**src/rtl/apb_master_arbiter_pkg.sv**
```systemverilog
// apb_arb_pkg: shared types and encodings for the two-requester APB master sequencer.
// Rev 1.0
`default_nettype none

package apb_arb_pkg;

  typedef enum logic [1:0] {
    ST_IDLE   = 2'd0,
    ST_SETUP  = 2'd1,
    ST_ACCESS = 2'd2,
    ST_DONE   = 2'd3
  } state_t;

  localparam logic [1:0] ERR_OK      = 2'd0;
  localparam logic [1:0] ERR_SEL     = 2'd1;
  localparam logic [1:0] ERR_TIMEOUT = 2'd2;
  localparam logic [1:0] ERR_SLV     = 2'd3;

  localparam logic [1:0] SEL_GPIO = 2'd1;
  localparam logic [1:0] SEL_UART = 2'd2;

  function automatic logic sel_valid(input logic [1:0] sel);
    return (sel == SEL_GPIO) || (sel == SEL_UART);
  endfunction

endpackage

`default_nettype wire

```
**src/rtl/apb_master_arbiter_if.sv**
```systemverilog
// apb_master_arbiter_if: requester-side and APB-side signals of the master sequencer.
// Rev 1.0
`default_nettype none

interface apb_master_arbiter_if #(
  parameter int ADDR_W = 5,
  parameter int DATA_W = 32
);

  logic [1:0]             req_valid;
  logic [1:0]             req_write;
  logic [1:0][1:0]        req_sel;
  logic [1:0][ADDR_W-1:0] req_addr;
  logic [1:0][DATA_W-1:0] req_wdata;
  logic [1:0]             req_done;
  logic [DATA_W-1:0]      req_rdata;
  logic [1:0]             req_err;

  logic                   psel1;
  logic                   psel2;
  logic                   penable;
  logic                   pwrite;
  logic [ADDR_W-1:0]      paddr;
  logic [DATA_W-1:0]      pwdata;
  logic                   pready;
  logic [DATA_W-1:0]      prdata;
  logic                   pslverr;

  modport master (
    input  req_valid, req_write, req_sel, req_addr, req_wdata,
    input  pready, prdata, pslverr,
    output req_done, req_rdata, req_err,
    output psel1, psel2, penable, pwrite, paddr, pwdata
  );

  modport slave (
    output req_valid, req_write, req_sel, req_addr, req_wdata,
    output pready, prdata, pslverr,
    input  req_done, req_rdata, req_err,
    input  psel1, psel2, penable, pwrite, paddr, pwdata
  );

endinterface

`default_nettype wire

```
**src/rtl/apb_master_arbiter_rr_arbiter_2.sv**
```systemverilog
// rr_arbiter_2: two-way round-robin arbiter, one-hot grant, pointer favours the requester not granted last.
// Rev 1.0
`default_nettype none

module rr_arbiter_2 (
  input  wire logic       pclk,
  input  wire logic       Reset,
  input  wire logic [1:0] i_req,
  input  wire logic       i_update,
  output logic      [1:0] o_grant
);

  // r_ptr=1 means requester 1 wins a tie
  logic r_ptr;

  always_comb begin
    o_grant = i_req;
    if (i_req == 2'b11) begin
      o_grant = r_ptr ? 2'b10 : 2'b01;
    end
  end

  always_ff @(posedge pclk or posedge Reset) begin
    if (Reset) begin
      r_ptr <= 1'b0;
    end else if (i_update && (|o_grant)) begin
      r_ptr <= o_grant[0];
    end
  end

endmodule

`default_nettype wire

```
**src/rtl/apb_master_arbiter.sv**
```systemverilog
// apb_master_arbiter: shares one APB bus between two requesters with round-robin grant and pready timeout.
// Rev 1.0
`default_nettype none

module apb_master_arbiter
  import apb_arb_pkg::*;
#(
  parameter int ADDR_W  = 5,
  parameter int DATA_W  = 32,
  parameter int TIMEOUT = 16
) (
  input wire logic           pclk,
  input wire logic           Reset,
  apb_master_arbiter_if.master bus
);

  localparam int CNT_W = $clog2(TIMEOUT);
  localparam logic [CNT_W-1:0] C_CNT_LAST = CNT_W'(TIMEOUT - 1);

  state_t            r_state;
  logic              r_gidx;
  logic [CNT_W-1:0]  r_cnt;
  logic              r_psel1;
  logic              r_psel2;
  logic              r_penable;
  logic              r_pwrite;
  logic [ADDR_W-1:0] r_paddr;
  logic [DATA_W-1:0] r_pwdata;
  logic [1:0]        r_done;
  logic [DATA_W-1:0] r_rdata;
  logic [1:0]        r_err;

  logic              w_idle;
  logic [1:0]        w_req;
  logic [1:0]        w_grant;
  logic              w_gidx;
  logic [1:0]        w_sel;
  logic              w_write;
  logic [ADDR_W-1:0] w_addr;
  logic [DATA_W-1:0] w_wdata;

  // Requests only reach the arbiter in IDLE, so DONE acts as a turnaround cycle
  assign w_idle  = (r_state == ST_IDLE);
  assign w_req   = w_idle ? bus.req_valid : 2'b00;
  assign w_gidx  = w_grant[1];
  assign w_sel   = bus.req_sel[w_gidx];
  assign w_write = bus.req_write[w_gidx];
  assign w_addr  = bus.req_addr[w_gidx];
  assign w_wdata = bus.req_wdata[w_gidx];

  rr_arbiter_2 u_arb (
    .pclk     (pclk),
    .Reset    (Reset),
    .i_req    (w_req),
    .i_update (w_idle),
    .o_grant  (w_grant)
  );

  // The APB output registers double as the latched request fields
  always_ff @(posedge pclk or posedge Reset) begin
    if (Reset) begin
      r_state   <= ST_IDLE;
      r_gidx    <= 1'b0;
      r_cnt     <= '0;
      r_psel1   <= 1'b0;
      r_psel2   <= 1'b0;
      r_penable <= 1'b0;
      r_pwrite  <= 1'b0;
      r_paddr   <= '0;
      r_pwdata  <= '0;
      r_done    <= 2'b00;
      r_rdata   <= '0;
      r_err     <= ERR_OK;
    end else begin
      case (r_state)
        ST_IDLE: begin
          if (|w_grant) begin
            r_gidx <= w_gidx;
            if (sel_valid(w_sel)) begin
              r_state  <= ST_SETUP;
              r_psel1  <= (w_sel == SEL_GPIO);
              r_psel2  <= (w_sel == SEL_UART);
              r_pwrite <= w_write;
              r_paddr  <= w_addr;
              r_pwdata <= w_wdata;
            end else begin
              r_state <= ST_DONE;
              r_done  <= w_grant;
              r_err   <= ERR_SEL;
              r_rdata <= '0;
            end
          end
        end

        ST_SETUP: begin
          r_state   <= ST_ACCESS;
          r_penable <= 1'b1;
          r_cnt     <= '0;
        end

        ST_ACCESS: begin
          // pready wins over the terminal count when both arrive together
          if (bus.pready || (r_cnt == C_CNT_LAST)) begin
            r_state   <= ST_DONE;
            r_psel1   <= 1'b0;
            r_psel2   <= 1'b0;
            r_penable <= 1'b0;
            r_done    <= r_gidx ? 2'b10 : 2'b01;
            if (bus.pready) begin
              r_err   <= bus.pslverr ? ERR_SLV : ERR_OK;
              r_rdata <= (!r_pwrite && !bus.pslverr) ? bus.prdata : '0;
            end else begin
              r_err   <= ERR_TIMEOUT;
              r_rdata <= '0;
            end
          end else begin
            r_cnt <= r_cnt + CNT_W'(1);
          end
        end

        ST_DONE: begin
          r_state <= ST_IDLE;
          r_done  <= 2'b00;
          r_err   <= ERR_OK;
          r_rdata <= '0;
        end

        default: r_state <= ST_IDLE;
      endcase
    end
  end

  assign bus.psel1     = r_psel1;
  assign bus.psel2     = r_psel2;
  assign bus.penable   = r_penable;
  assign bus.pwrite    = r_pwrite;
  assign bus.paddr     = r_paddr;
  assign bus.pwdata    = r_pwdata;
  assign bus.req_done  = r_done;
  assign bus.req_rdata = r_rdata;
  assign bus.req_err   = r_err;

endmodule

`default_nettype wire

```
**src/flat_wrapper.sv**
```systemverilog
// flat-port wrapper written by rule: the top's interface ports become plain ports
module apb_master_arbiter_flat import apb_arb_pkg::*;
#(
  parameter int ADDR_W  = 5,
  parameter int DATA_W  = 32,
  parameter int TIMEOUT = 16
)
  (pclk, Reset, bus_req_valid, bus_req_write, bus_req_sel, bus_req_addr, bus_req_wdata, bus_pready, bus_prdata, bus_pslverr, bus_req_done, bus_req_rdata, bus_req_err, bus_psel1, bus_psel2, bus_penable, bus_pwrite, bus_paddr, bus_pwdata);
  apb_master_arbiter_if #(.ADDR_W(ADDR_W), .DATA_W(DATA_W)) bus_i ();
  input wire logic pclk;
  input wire logic Reset;
  input wire logic [$bits(bus_i.req_valid)-1:0] bus_req_valid;
  input wire logic [$bits(bus_i.req_write)-1:0] bus_req_write;
  input wire logic [$bits(bus_i.req_sel)-1:0] bus_req_sel;
  input wire logic [$bits(bus_i.req_addr)-1:0] bus_req_addr;
  input wire logic [$bits(bus_i.req_wdata)-1:0] bus_req_wdata;
  input wire logic [$bits(bus_i.pready)-1:0] bus_pready;
  input wire logic [$bits(bus_i.prdata)-1:0] bus_prdata;
  input wire logic [$bits(bus_i.pslverr)-1:0] bus_pslverr;
  output wire logic [$bits(bus_i.req_done)-1:0] bus_req_done;
  output wire logic [$bits(bus_i.req_rdata)-1:0] bus_req_rdata;
  output wire logic [$bits(bus_i.req_err)-1:0] bus_req_err;
  output wire logic [$bits(bus_i.psel1)-1:0] bus_psel1;
  output wire logic [$bits(bus_i.psel2)-1:0] bus_psel2;
  output wire logic [$bits(bus_i.penable)-1:0] bus_penable;
  output wire logic [$bits(bus_i.pwrite)-1:0] bus_pwrite;
  output wire logic [$bits(bus_i.paddr)-1:0] bus_paddr;
  output wire logic [$bits(bus_i.pwdata)-1:0] bus_pwdata;
  assign bus_i.req_valid = bus_req_valid;
  assign bus_i.req_write = bus_req_write;
  assign bus_i.req_sel = bus_req_sel;
  assign bus_i.req_addr = bus_req_addr;
  assign bus_i.req_wdata = bus_req_wdata;
  assign bus_i.pready = bus_pready;
  assign bus_i.prdata = bus_prdata;
  assign bus_i.pslverr = bus_pslverr;
  assign bus_req_done = bus_i.req_done;
  assign bus_req_rdata = bus_i.req_rdata;
  assign bus_req_err = bus_i.req_err;
  assign bus_psel1 = bus_i.psel1;
  assign bus_psel2 = bus_i.psel2;
  assign bus_penable = bus_i.penable;
  assign bus_pwrite = bus_i.pwrite;
  assign bus_paddr = bus_i.paddr;
  assign bus_pwdata = bus_i.pwdata;
  apb_master_arbiter #(.ADDR_W(ADDR_W), .DATA_W(DATA_W), .TIMEOUT(TIMEOUT)) u_core (.pclk(pclk), .Reset(Reset), .bus(bus_i));
endmodule
```
**config.mk**
```make
export PLATFORM = sky130hd
export DESIGN_NAME = apb_master_arbiter_flat
export DESIGN_NICKNAME = d
export VERILOG_FILES = /design/src/rtl/apb_master_arbiter_pkg.sv /design/src/rtl/apb_master_arbiter_if.sv /design/src/rtl/apb_master_arbiter_rr_arbiter_2.sv /design/src/rtl/apb_master_arbiter.sv /design/src/flat_wrapper.sv
export SDC_FILE = /design/constraint.sdc
export NUM_CORES = 1
export LEC_CHECK = 0
export CORE_MARGIN = 2
export CORE_UTILIZATION = 41
export CTS_BUF_LIST = sky130_fd_sc_hd__clkbuf_4 sky130_fd_sc_hd__clkbuf_8
export DETAILED_ROUTE_END_ITERATION = 10
export PLACE_DENSITY_LB_ADDON = 0.2
export SLEW_MARGIN = 20
export SYNTH_ARGS = -nofsm -noshare
export SYNTH_HDL_FRONTEND = slang
export SYNTH_SLANG_ARGS = --single-unit
```
**constraint.sdc**
```tcl
create_clock -name pclk -period 3.15 [get_ports pclk]
set_input_delay 0.63 -clock pclk [delete_from_list [all_inputs] [get_ports pclk]]
set_output_delay 0.63 -clock pclk [all_outputs]
set_load 0.02 [all_outputs]
```
# Word-level counts from Yosys, hierarchy flattened

Cells that the tools add are included.

Register bits after elaboration: 85
Input bits: 118
Logic and storage cells: 87

$add $sub $neg: 1
Magnitude comparators: 1
Equal/unequal tests: 12
Mux-type cells: 42
Reduce and logical (&&, ||, !) cells: 18

Operators by type and width:

| operator                                       | count |
|---|---|
| two-way mux 32 bit                             | 7 |
| one-hot mux 32 bit (3 select lines)            | 1 |
| two-way mux 2 bit                              | 17 |
| one-hot mux 2 bit (3 select lines)             | 2 |
| two-way mux 5 bit                              | 2 |
| == test 2 bit (second input constant)          | 4 |
| one-hot mux 2 bit (4 select lines)             | 1 |
| one-hot mux 4 bit (2 select lines)             | 1 |
| AND reduction 2 bit                            | 4 |
| AND reduction 4 bit                            | 2 |
| two-way mux 1 bit                              | 7 |
| != test 2 x 1 -> 1 bit (second input constant) | 3 |
| one-hot mux 1 bit (2 select lines)             | 3 |
| adder 4 x 1 -> 4 bit (second input constant)   | 1 |
| == test 2 x 1 -> 1 bit (second input constant) | 2 |
| == test 4 bit (second input constant)          | 1 |
| two-way mux 4 bit                              | 1 |
| != test 2 bit (second input constant)          | 2 |
| nonzero test 2 bit                             | 2 |
| AND reduction 3 bit                            | 1 |
| nonzero test 3 bit                             | 1 |
| logical AND 1 bit                              | 2 |
| zero test 1 bit                                | 2 |
| zero test 2 bit                                | 1 |
| 3 further kinds                                | 4 |

# Longest topological paths before layout

Gate-level depths: netlist of the first run.

Depth in word-level cells: 11
Gate-level depth with buffers: 12
Mapped depth without buffers: 10

# Modules after synthesis

Synthesis of the first run repeated with hierarchy kept, for this count alone.

Cell total of the unflattened synthesis: 397
Area, all modules: 3930.0 um2

By module, submodules not included:

| module             | times used | cells each | area each (um2) | sequential area each (um2) |
|---|---|---|---|---|
| apb_master_arbiter | 1          | 390        | 3871.2          | 2102.0 |
| rr_arbiter_2       | 1          | 7          | 58.8            | 25.0 |

# Least setup slack after synthesis of the first run

OpenSTA, ideal clock, no wires.

Kind: reg-to-reg
Start point: register u_core.r_state[0]
End point: register u_core.r_paddr[0], in the netlist u_core.bus.paddr[0]
Data arrival time: 2677 ps
Data required time: 3024 ps
Slack: 348 ps
Stages on the path, launching flop included: 13
Clock period less this slack: 2802 ps
Cells stage by stage: dfrtp_1 inv_1 ha_1 nand2_1 a21oi_2 buf_2 mux2i_1 ha_1 nand2b_1 nor2_1 buf_2 buf_2 a21oi_1

Word-level cells in the longest chain between the ends: 9
Elaborated cells between the ends (all ways): 13

Ends and longest elaborated chain:

| what                                                    | line                                               | text |
|---|---|---|
| start, declared                                         | apb_master_arbiter.sv:20                           | `state_t r_state;` |
| start signal, assigned                                  | apb_master_arbiter.sv:62                           | `r_state <= ST_IDLE;` |
| start signal, assigned                                  | apb_master_arbiter.sv:80                           | `r_state <= ST_SETUP;` |
| start signal, assigned                                  | apb_master_arbiter.sv:87                           | `r_state <= ST_DONE;` |
| zero test 2 bit *                                       | apb_master_arbiter.sv:43, apb_master_arbiter.sv:75 |  |
| two-way mux 2 bit                                       | apb_master_arbiter.sv:44                           | `assign w_req = w_idle ? bus.req_valid : 2'b00;` |
| == test 2 bit                                           | apb_master_arbiter_rr_arbiter_2.sv:18              | `if (i_req == 2'b11) begin` |
| two-way mux 2 bit                                       | apb_master_arbiter_rr_arbiter_2.sv:18              |  |
| two-way mux 2 bit (implied by the code) (2 in a row)    | apb_master_arbiter.sv:46                           | `assign w_sel = bus.req_sel[w_gidx];` |
| == test 2 x 1 -> 1 bit or == test 2 bit (tied branches) | apb_master_arbiter_pkg.sv:23                       | `return (sel == SEL_GPIO) \|\| (sel == SEL_UART);` |
| logical OR 1 bit                                        | apb_master_arbiter_pkg.sv:23                       |  |
| AND reduction 3 bit (no source line)                    | --                                                 |  |
| end signal, assigned                                    | apb_master_arbiter.sv:84                           | `r_paddr <= w_addr;` |
| end, declared                                           | apb_master_arbiter.sv:27                           | `logic [ADDR_W-1:0] r_paddr;` |

Every way passes the cells marked *; elsewhere a longest branch is shown, timed or not. The select of a mux whose other input is x is not followed.
A chain may end at the register's enable or synchronous reset.

# Worst setup path in the final report of the first run

Start point: register u_core.r_state[0]
End point: register u_core.r_pwdata[2], in the netlist u_core.bus.pwdata[2]

Word-level cells in the longest chain between the ends: 9
Elaborated cells between the ends (all ways): 13

Ends and longest elaborated chain:

| what                                                    | line                                               | text |
|---|---|---|
| zero test 2 bit *                                       | apb_master_arbiter.sv:43, apb_master_arbiter.sv:75 |  |
| two-way mux 2 bit                                       | apb_master_arbiter.sv:44                           |  |
| == test 2 bit                                           | apb_master_arbiter_rr_arbiter_2.sv:18              |  |
| two-way mux 2 bit                                       | apb_master_arbiter_rr_arbiter_2.sv:18              |  |
| two-way mux 2 bit (implied by the code) (2 in a row)    | apb_master_arbiter.sv:46                           |  |
| == test 2 x 1 -> 1 bit or == test 2 bit (tied branches) | apb_master_arbiter_pkg.sv:23                       |  |
| logical OR 1 bit                                        | apb_master_arbiter_pkg.sv:23                       |  |
| AND reduction 3 bit (no source line)                    | --                                                 |  |
| end signal, assigned                                    | apb_master_arbiter.sv:85                           | `r_pwdata <= w_wdata;` |
| end, declared                                           | apb_master_arbiter.sv:28                           | `logic [DATA_W-1:0] r_pwdata;` |

Marks and branches as above.

==> impl_metrics.prom, run 1 <==
# TYPE chip_impl_metric gauge
chip_impl_info{name="result_of_the_run",value="complete, no violations"} 1
chip_impl_info{name="most_frequent_cell_on_critical_path",value="ha_1"} 1
chip_impl_metric{name="clock-skew-final",unit="ps"} 9.51
chip_impl_info{name="critical_path.endpoint_type",value="register"} 1
chip_impl_metric{name="clockBufferDepth",unit=""} 2
chip_impl_info{name="synth.largest_area_cell",value="dfrtp_1"} 1
chip_impl_info{name="top_cells_by_area_synth",value="dfrtp_1 55%, mux2i_1 11%, nand2_1 7.2%"} 1
chip_impl_metric{name="power.ir.vdd_worst",unit="mV"} 0.524
chip_impl_metric{name="antenna_found_initial",unit=""} 0
chip_impl_metric{name="max_clock_freq",unit="GHz"} 0.356
chip_impl_info{name="rsz0062_at_grt",value="no"} 1
chip_impl_metric{name="die_area",unit="um^2"} 10300
chip_impl_metric{name="slew_violations",unit=""} 0
chip_impl_metric{name="detail_route.wl_per_cell",unit="um"} 14.9
chip_impl_metric{name="grt_use_total",unit="%"} 20.3
chip_impl_metric{name="yosysUniqueCellTypes",unit=""} 29
chip_impl_metric{name="layout_min_cycle_time",unit="ps"} 2810
chip_impl_metric{name="final.period_utilization",unit="%"} 89.2
chip_impl_metric{name="power.sequential.fraction",unit="%"} 33.3
chip_impl_metric{name="first_global_vias",unit=""} 3440
chip_impl_metric{name="final.setup.tns",unit="ps"} 0
chip_impl_metric{name="ys_ff_latch",unit=""} 85
chip_impl_metric{name="p_comb_share",unit="%"} 49.4
chip_impl_metric{name="route.vias.total",unit=""} 3455
chip_impl_info{name="tritoncts_clock_tree",value="yes"} 1
chip_impl_metric{name="gr-total-overflow",unit=""} 0
chip_impl_metric{name="gp_routability_congestion",unit=""} 0.774
chip_impl_metric{name="synth_nets",unit=""} 527
chip_impl_metric{name="tritoncts_num_sinks",unit=""} 85
chip_impl_metric{name="standard_cell_area_after_detailed_placement",unit="um^2"} 6000
chip_impl_metric{name="timing.max_slew.rel_slack",unit="%"} 56.3
chip_impl_info{name="setup.worst_path.start_class",value="register"} 1
chip_impl_metric{name="cap_viol_max_count",unit=""} 0
chip_impl_metric{name="netSwitchingFraction",unit="%"} 38.5
chip_impl_metric{name="clock_transition_time_at_the_flip_flop_clock_pins_of_the_worst_setup_and_hold_paths",unit="ps"} 80
chip_impl_metric{name="static-leakage-power",unit="nW"} 2.52
chip_impl_metric{name="num_io_pins",unit=""} 195
chip_impl_metric{name="proportion_of_power_drawn_by_the_clock_network",unit="%"} 17.3
chip_impl_metric{name="mappedNetlistArea",unit="um^2"} 3880
chip_impl_metric{name="chipHeight",unit="um"} 101
chip_impl_metric{name="post-cts-setup-buffer-count",unit=""} 0
chip_impl_metric{name="placement.io_buffers",unit=""} 194
chip_impl_metric{name="via_per_inst",unit=""} 4.90
chip_impl_metric{name="timing.final.hold_violations",unit=""} 0
chip_impl_metric{name="grt.met1_usage",unit="%"} 24.7
chip_impl_metric{name="design_power_total",unit="mW"} 5.04
chip_impl_metric{name="proportion_of_synthesized_chip_area_in_sequential_cells",unit="%"} 54.8
chip_impl_metric{name="diodes",unit=""} 0
chip_impl_metric{name="post-route-cell-area",unit="um^2"} 6220
chip_impl_metric{name="pin_count_of_the_biggest_net_entering_global_routing",unit=""} 55
chip_impl_metric{name="power.switching",unit="mW"} 1.94
chip_impl_metric{name="cts-hold-fix-buffers",unit=""} 0
chip_impl_metric{name="drive_above_1_share",unit="%"} 5.05
chip_impl_info{name="most-common-layout-cells",value="194 x clkdlybuf4s50_1, 85 x dfrtp_1, 74 x nand2_1, 45 x nor2_1, 45 x a21oi_1"} 1
chip_impl_metric{name="die-width",unit="um"} 101
chip_impl_metric{name="clock_latency_on_the_worst_skew_pair",unit="ps"} 340
chip_impl_metric{name="numCtsBuffers",unit=""} 9
chip_impl_metric{name="final.hold.worst_slack",unit="ps"} 483
chip_impl_metric{name="core-area",unit="um^2"} 9200
chip_impl_metric{name="post_synth_inst_count",unit=""} 400
chip_impl_metric{name="drt_pre_antenna_iters",unit=""} 6
chip_impl_info{name="hold_class",value="register to register"} 1
chip_impl_metric{name="crit_fanout",unit=""} 54
chip_impl_metric{name="power-per-cell-area",unit="nW/um^2"} 810
chip_impl_info{name="slowest_stage",value="dfrtp_1"} 1
chip_impl_info{name="grt_most_used_layer",value="met2"} 1
chip_impl_metric{name="postRouteWirelength",unit="um"} 10500
chip_impl_metric{name="rows",unit=""} 35
chip_impl_metric{name="synth_top_cell_area_share",unit="%"} 54.8
chip_impl_info{name="cts.root.buffer_cell",value="clkbuf_8"} 1
chip_impl_metric{name="count_of_final_setup_violators",unit=""} 0
chip_impl_metric{name="p_int",unit="mW"} 3.10
chip_impl_info{name="worst_path_cell_chain",value="inv_1 -> ha_1 -> nand2_1 -> a21oi_4 -> mux2_2 -> ha_1 -> nand2b_1 -> nor2_4 -> buf_12 -> nor2_1 -> a21oi_1"} 1
chip_impl_metric{name="wire_length_of_the_first_global_routing_pass",unit="um"} 16400
chip_impl_metric{name="h-tree-depth",unit=""} 3
chip_impl_metric{name="ys.warnings.count",unit=""} 0
chip_impl_metric{name="area_delta_synth_final",unit="%"} 60.4
chip_impl_metric{name="avgSynthCellArea",unit="um^2"} 9.70
chip_impl_info{name="layout_commonest_cell",value="clkdlybuf4s50_1"} 1
chip_impl_metric{name="route.antenna.remaining_nets",unit=""} 0
chip_impl_metric{name="initial_core_utilization",unit="%"} 42.2
chip_impl_metric{name="detail_route.drc_violations",unit=""} 0
chip_impl_metric{name="drt-initial-drc-count",unit=""} 149
chip_impl_metric{name="tightest_slew",unit="ps"} 655
chip_impl_info{name="path_class",value="register to register"} 1
chip_impl_metric{name="arrival",unit="ps"} 3070
chip_impl_metric{name="post_cts_resized",unit=""} 0
chip_impl_metric{name="gr-usage-met2",unit="%"} 35.5
chip_impl_metric{name="groute.layer.met3.usage",unit="%"} 4.49
chip_impl_metric{name="timing.critical_path.required",unit="ps"} 3410
chip_impl_metric{name="final_nets",unit=""} 716
chip_impl_metric{name="place_hpwl",unit="um"} 7940
chip_impl_metric{name="crit_path_max_cell_delay",unit="ps"} 440
## worst max-delay path: cells and delay by family (launching register included)
family	cells	cell delay, ps
buffers and inverters	2	390
DFF	1	440
muxes	1	370
AOI/OAI and AO/OA	2	320
adders and majority gates	2	580
and+or+nand+nor	4	610
## registers in the layout, indices dropped and copies added, names as in the netlist, 2 cells and up
name                  cells
u_core.bus.paddr          5
u_core.bus.pwdata        32
u_core.bus.req_done       2
u_core.bus.req_err        2
u_core.bus.req_rdata     32
u_core.r_cnt              4
u_core.r_state            2
## cells in the mapped netlist
library cell and instances:
o21ai_0 29, xor2_1 1, mux2i_1 42, nor2b_1 2, a2bb2oi_1 1, o32ai_1 1
mux2_2 1, and3_1 1, dfrtp_1 85, nand3_1 6, nand2_1 74, a31oi_1 1
buf_2 11, a21oi_2 1, inv_1 9, o2111ai_2 1, nor2_1 46, clkbuf_1 9
or3b_1 1, a21oi_1 45, nor4bb_1 1, o21ai_1 11, nand2b_1 3, o31ai_1 1
a22oi_1 1, o2bb2ai_1 2, and2_1 1, buf_4 4, ha_1 9
## final cells by class
cell class              instances  area [um^2]
inverters                       9         35.0
flip-flops and latches         85         2130
clock buffers                  13          160
multi-input cells             282         1640
repair buffers                202         2050
clock inverters                 3         68.8
fillers                       742         2970
well taps                     111          139
## power groups by stage
stage          combinational [mW]  clock (mW)  sequential (mW)
2_1_floorplan                1.02           0             2.06
3_3_place_gp                 2.46           0             1.68
3_5_place_dp                 2.51           0             1.69
6_report                     2.49       0.871             1.68
5_1_grt                      2.70       0.949             1.73
4_1_cts                      2.52       0.892             1.68
## cell families after synthesis
logic type	share of synthesized area (%)
fa+ha+maj	2.90
simple gates	14.0
buf+inv	3.93
xor+xnor	0.226
flops	54.8
compound gates	13.0
mux	11.1
## stage by stage
stage               std cells  util [%]  worst slack [ps]
global route              705      67.7               101
global placement          689      65.2               194
floorplan                 400         -               327
finish                    705      67.7               340
detailed placement        689      65.2              88.9
CTS                       705      67.7               318
## metal layers
layer	share of wire [%]	routed length, um
met5	0	0
met4	1.6	163
met3	5.9	617
met2	51	5350
met1	42	4360
## worst paths after layout
check                           slack (ps)                  endpoint                      from  cells after the start
worst max register to register         340      u_core.bus.pwdata[2]         u_core.r_state[0]                     11
min in group asynchronous              660     u_core.bus.pwdata[14]                     Reset                      2
worst min-delay path                   480  u_core.bus.req_rdata[15]  u_core.bus.req_rdata[15]                      2
worst min register to register         480  u_core.bus.req_rdata[15]  u_core.bus.req_rdata[15]                      2
worst max-delay path                   340      u_core.bus.pwdata[2]         u_core.r_state[0]                     11
max in group asynchronous             1810     u_core.bus.pwdata[28]                     Reset                      3
Power figures use the tool's default switching activity.
==> inputs of run 2 (changes only) <==
- CORE_UTILIZATION: 41 -> 45
- clock period: 3.15 -> 3.6 ns (I/O delays scaled with it)
==> impl_metrics.prom, run 2 (synthesis results as in run 1) <==
# TYPE chip_impl_metric gauge
chip_impl_metric{name="cap_viol_max_count",unit=""} 0
chip_impl_metric{name="detail_route.drc_violations",unit=""} 0
chip_impl_info{name="tritoncts_clock_tree",value="yes"} 1
chip_impl_metric{name="clockBufferDepth",unit=""} 2
chip_impl_metric{name="register_area",unit="um^2"} 2130
chip_impl_metric{name="placement.io_buffers",unit=""} 194
chip_impl_metric{name="gr-total-overflow",unit=""} 0
chip_impl_metric{name="final.setup.tns",unit="ps"} 0
chip_impl_metric{name="layout_min_cycle_time",unit="ps"} 3000
chip_impl_metric{name="placement.setup.worst_slack",unit="ps"} 220
chip_impl_metric{name="worstHoldPathCells",unit=""} 2
chip_impl_metric{name="timing.critical_path.required",unit="ps"} 3860
chip_impl_info{name="setup.worst_path.start_class",value="primary input"} 1
chip_impl_metric{name="final.period_utilization",unit="%"} 83.4
chip_impl_metric{name="drt-initial-drc-count",unit=""} 100
chip_impl_metric{name="via_per_inst",unit=""} 4.98
chip_impl_metric{name="first_global_vias",unit=""} 3547
chip_impl_metric{name="max_clock_freq",unit="GHz"} 0.333
chip_impl_info{name="result_of_the_run",value="complete, no violations"} 1
chip_impl_metric{name="arrival",unit="ps"} 3270
chip_impl_metric{name="area_delta_synth_final",unit="%"} 59.8
chip_impl_metric{name="grt_use_total",unit="%"} 23.2
chip_impl_metric{name="crit_path_max_cell_delay",unit="ps"} 540
chip_impl_metric{name="timing.max_slew.rel_slack",unit="%"} 52.7
chip_impl_metric{name="layout_setup_ws",unit="ps"} 598
chip_impl_info{name="regToRegStartpoint",value="u_core.r_state[0]"} 1
chip_impl_metric{name="worst-r2r-cell-count",unit=""} 10
chip_impl_info{name="slowest_stage",value="clkdlybuf4s50_1"} 1
chip_impl_metric{name="post-cts-setup-buffer-count",unit=""} 0
chip_impl_metric{name="finish.utilization",unit="%"} 74.7
chip_impl_metric{name="drt_pre_antenna_iters",unit=""} 4
chip_impl_metric{name="tritoncts_num_sinks",unit=""} 85
chip_impl_metric{name="tightest_slew",unit="ps"} 709
chip_impl_metric{name="gp_routability_congestion",unit=""} 0.807
chip_impl_metric{name="postRouteWirelength",unit="um"} 10700
chip_impl_metric{name="antenna_found_initial",unit=""} 0
chip_impl_metric{name="cts-hold-fix-buffers",unit=""} 0
chip_impl_metric{name="place_hpwl",unit="um"} 8220
chip_impl_metric{name="chipHeight",unit="um"} 96.9
chip_impl_metric{name="static-leakage-power",unit="nW"} 2.52
chip_impl_metric{name="final.hold.worst_slack",unit="ps"} 489
chip_impl_metric{name="power-per-cell-area",unit="nW/um^2"} 708
chip_impl_metric{name="reg2reg_setup_slack",unit="ps"} 690
chip_impl_metric{name="clock_transition_time_at_the_flip_flop_clock_pins_of_the_worst_setup_and_hold_paths",unit="ps"} 90
chip_impl_metric{name="detail_route.wl_per_cell",unit="um"} 15.4
chip_impl_metric{name="die_area",unit="um^2"} 9380
chip_impl_info{name="regToRegEndpoint",value="u_core.bus.req_rdata[5]"} 1
chip_impl_metric{name="count_of_final_setup_violators",unit=""} 0
chip_impl_info{name="most-common-layout-cells",value="194 x clkdlybuf4s50_1, 85 x dfrtp_1, 74 x nand2_1, 45 x nor2_1, 45 x a21oi_1"} 1
chip_impl_metric{name="met1_length",unit="um"} 4240
chip_impl_metric{name="finish.cell_count_without_fillers",unit=""} 698
chip_impl_metric{name="timing.final.hold_violations",unit=""} 0
chip_impl_metric{name="multiInputGateArea",unit="um^2"} 1640
chip_impl_metric{name="drive_above_1_share",unit="%"} 4.89
chip_impl_metric{name="numCtsBuffers",unit=""} 9
chip_impl_metric{name="post-route-cell-area",unit="um^2"} 6200
chip_impl_info{name="rsz0062_at_grt",value="no"} 1
chip_impl_info{name="top_layer",value="met4"} 1
chip_impl_metric{name="pin_count_of_the_biggest_net_entering_global_routing",unit=""} 55
chip_impl_metric{name="route.vias.total",unit=""} 3473
chip_impl_metric{name="route.antenna.remaining_nets",unit=""} 0
chip_impl_metric{name="design_power_total",unit="mW"} 4.39
chip_impl_metric{name="dr_wl_met3",unit="um"} 775
chip_impl_metric{name="rows",unit=""} 33
chip_impl_metric{name="layout.filler_cells",unit=""} 590
chip_impl_info{name="layout_commonest_cell",value="clkdlybuf4s50_1"} 1
chip_impl_info{name="hold_class",value="register to register"} 1
chip_impl_metric{name="diodes",unit=""} 0
chip_impl_info{name="worst_path_cell_chain",value="clkdlybuf4s50_1 -> nand2_1 -> a21oi_4 -> mux2_2 -> ha_1 -> nand2b_1 -> o2111ai_4 -> buf_12 -> o21ai_0"} 1
chip_impl_metric{name="core-area",unit="um^2"} 8300
chip_impl_metric{name="crit_fanout",unit=""} 45
chip_impl_metric{name="clock_latency_on_the_worst_skew_pair",unit="ps"} 350
chip_impl_metric{name="place.detailed.instances",unit=""} 682
chip_impl_metric{name="die-width",unit="um"} 96.9
chip_impl_metric{name="met2_length",unit="um"} 5510
chip_impl_metric{name="final_nets",unit=""} 715
chip_impl_info{name="holdPathEnd",value="u_core.bus.req_rdata[16]"} 1
chip_impl_metric{name="wire_length_of_the_first_global_routing_pass",unit="um"} 17600
chip_impl_metric{name="num_io_pins",unit=""} 195
chip_impl_metric{name="clock-skew-final",unit="ps"} 12.3
chip_impl_metric{name="post_cts_resized",unit=""} 0
chip_impl_metric{name="slew_violations",unit=""} 0
chip_impl_metric{name="standard_cell_area_after_detailed_placement",unit="um^2"} 5970
chip_impl_metric{name="power.ir.vdd_worst",unit="mV"} 0.505
chip_impl_info{name="critical_path.endpoint_type",value="register"} 1
chip_impl_info{name="startpoint_of_the_worst_hold_path",value="u_core.bus.req_rdata[16]"} 1
chip_impl_metric{name="h-tree-depth",unit=""} 3
chip_impl_info{name="path_class",value="primary input to register"} 1
chip_impl_metric{name="initial_core_utilization",unit="%"} 46.8
chip_impl_info{name="cts.root.buffer_cell",value="clkbuf_8"} 1
run 2: cell types whose count changed in the layout (fill, tap and decap cells not counted), sizes merged:
cell / change
buf: -1
clkbuf: -2
clkinv: +2
run 2: final cells by class:
type                    instances  area share, %
flip-flops and latches         85           34.3
repair buffers                201           32.8
multi-input cells             282           26.5
clock buffers                  11           2.44
well taps                     105           2.12
clock inverters                 5           1.33
inverters                       9          0.565
run 2: power by group:
group          internal [mW]  switching (mW)  total (mW)
Combinational          0.983            1.18        2.16
Clock                  0.430           0.338       0.768
Sequential              1.27           0.193        1.46
run 2: worst max-delay path by stage:
stage,start,endpoint,depth (start not counted)
5_1_grt,bus_req_valid[1],u_core.bus.req_rdata[5],9
3_3_place_gp,bus_req_valid[1],u_core.bus.req_rdata[10],10
6_report,bus_req_valid[1],u_core.bus.req_rdata[5],9
3_5_place_dp,bus_req_valid[1],u_core.bus.req_rdata[5],9
2_1_floorplan,Reset,u_core.bus.paddr[0],1
4_1_cts,bus_req_valid[1],u_core.bus.req_rdata[5],9
run 2: routing by layer:
metal  vias to the layer above  GRT usage, %
met4                         0          8.23
met5                         -             0
met3                        18          6.94
li1                       1729             -
met2                       132          39.9
met1                      1594          27.6
run 2: critical path: cells and delay by family:
kind            cells  cell delay [ps]
compound gates      3              670
fa+ha+maj           1              310
buf+inv             2              810
mux                 1              370
simple gates        2              380
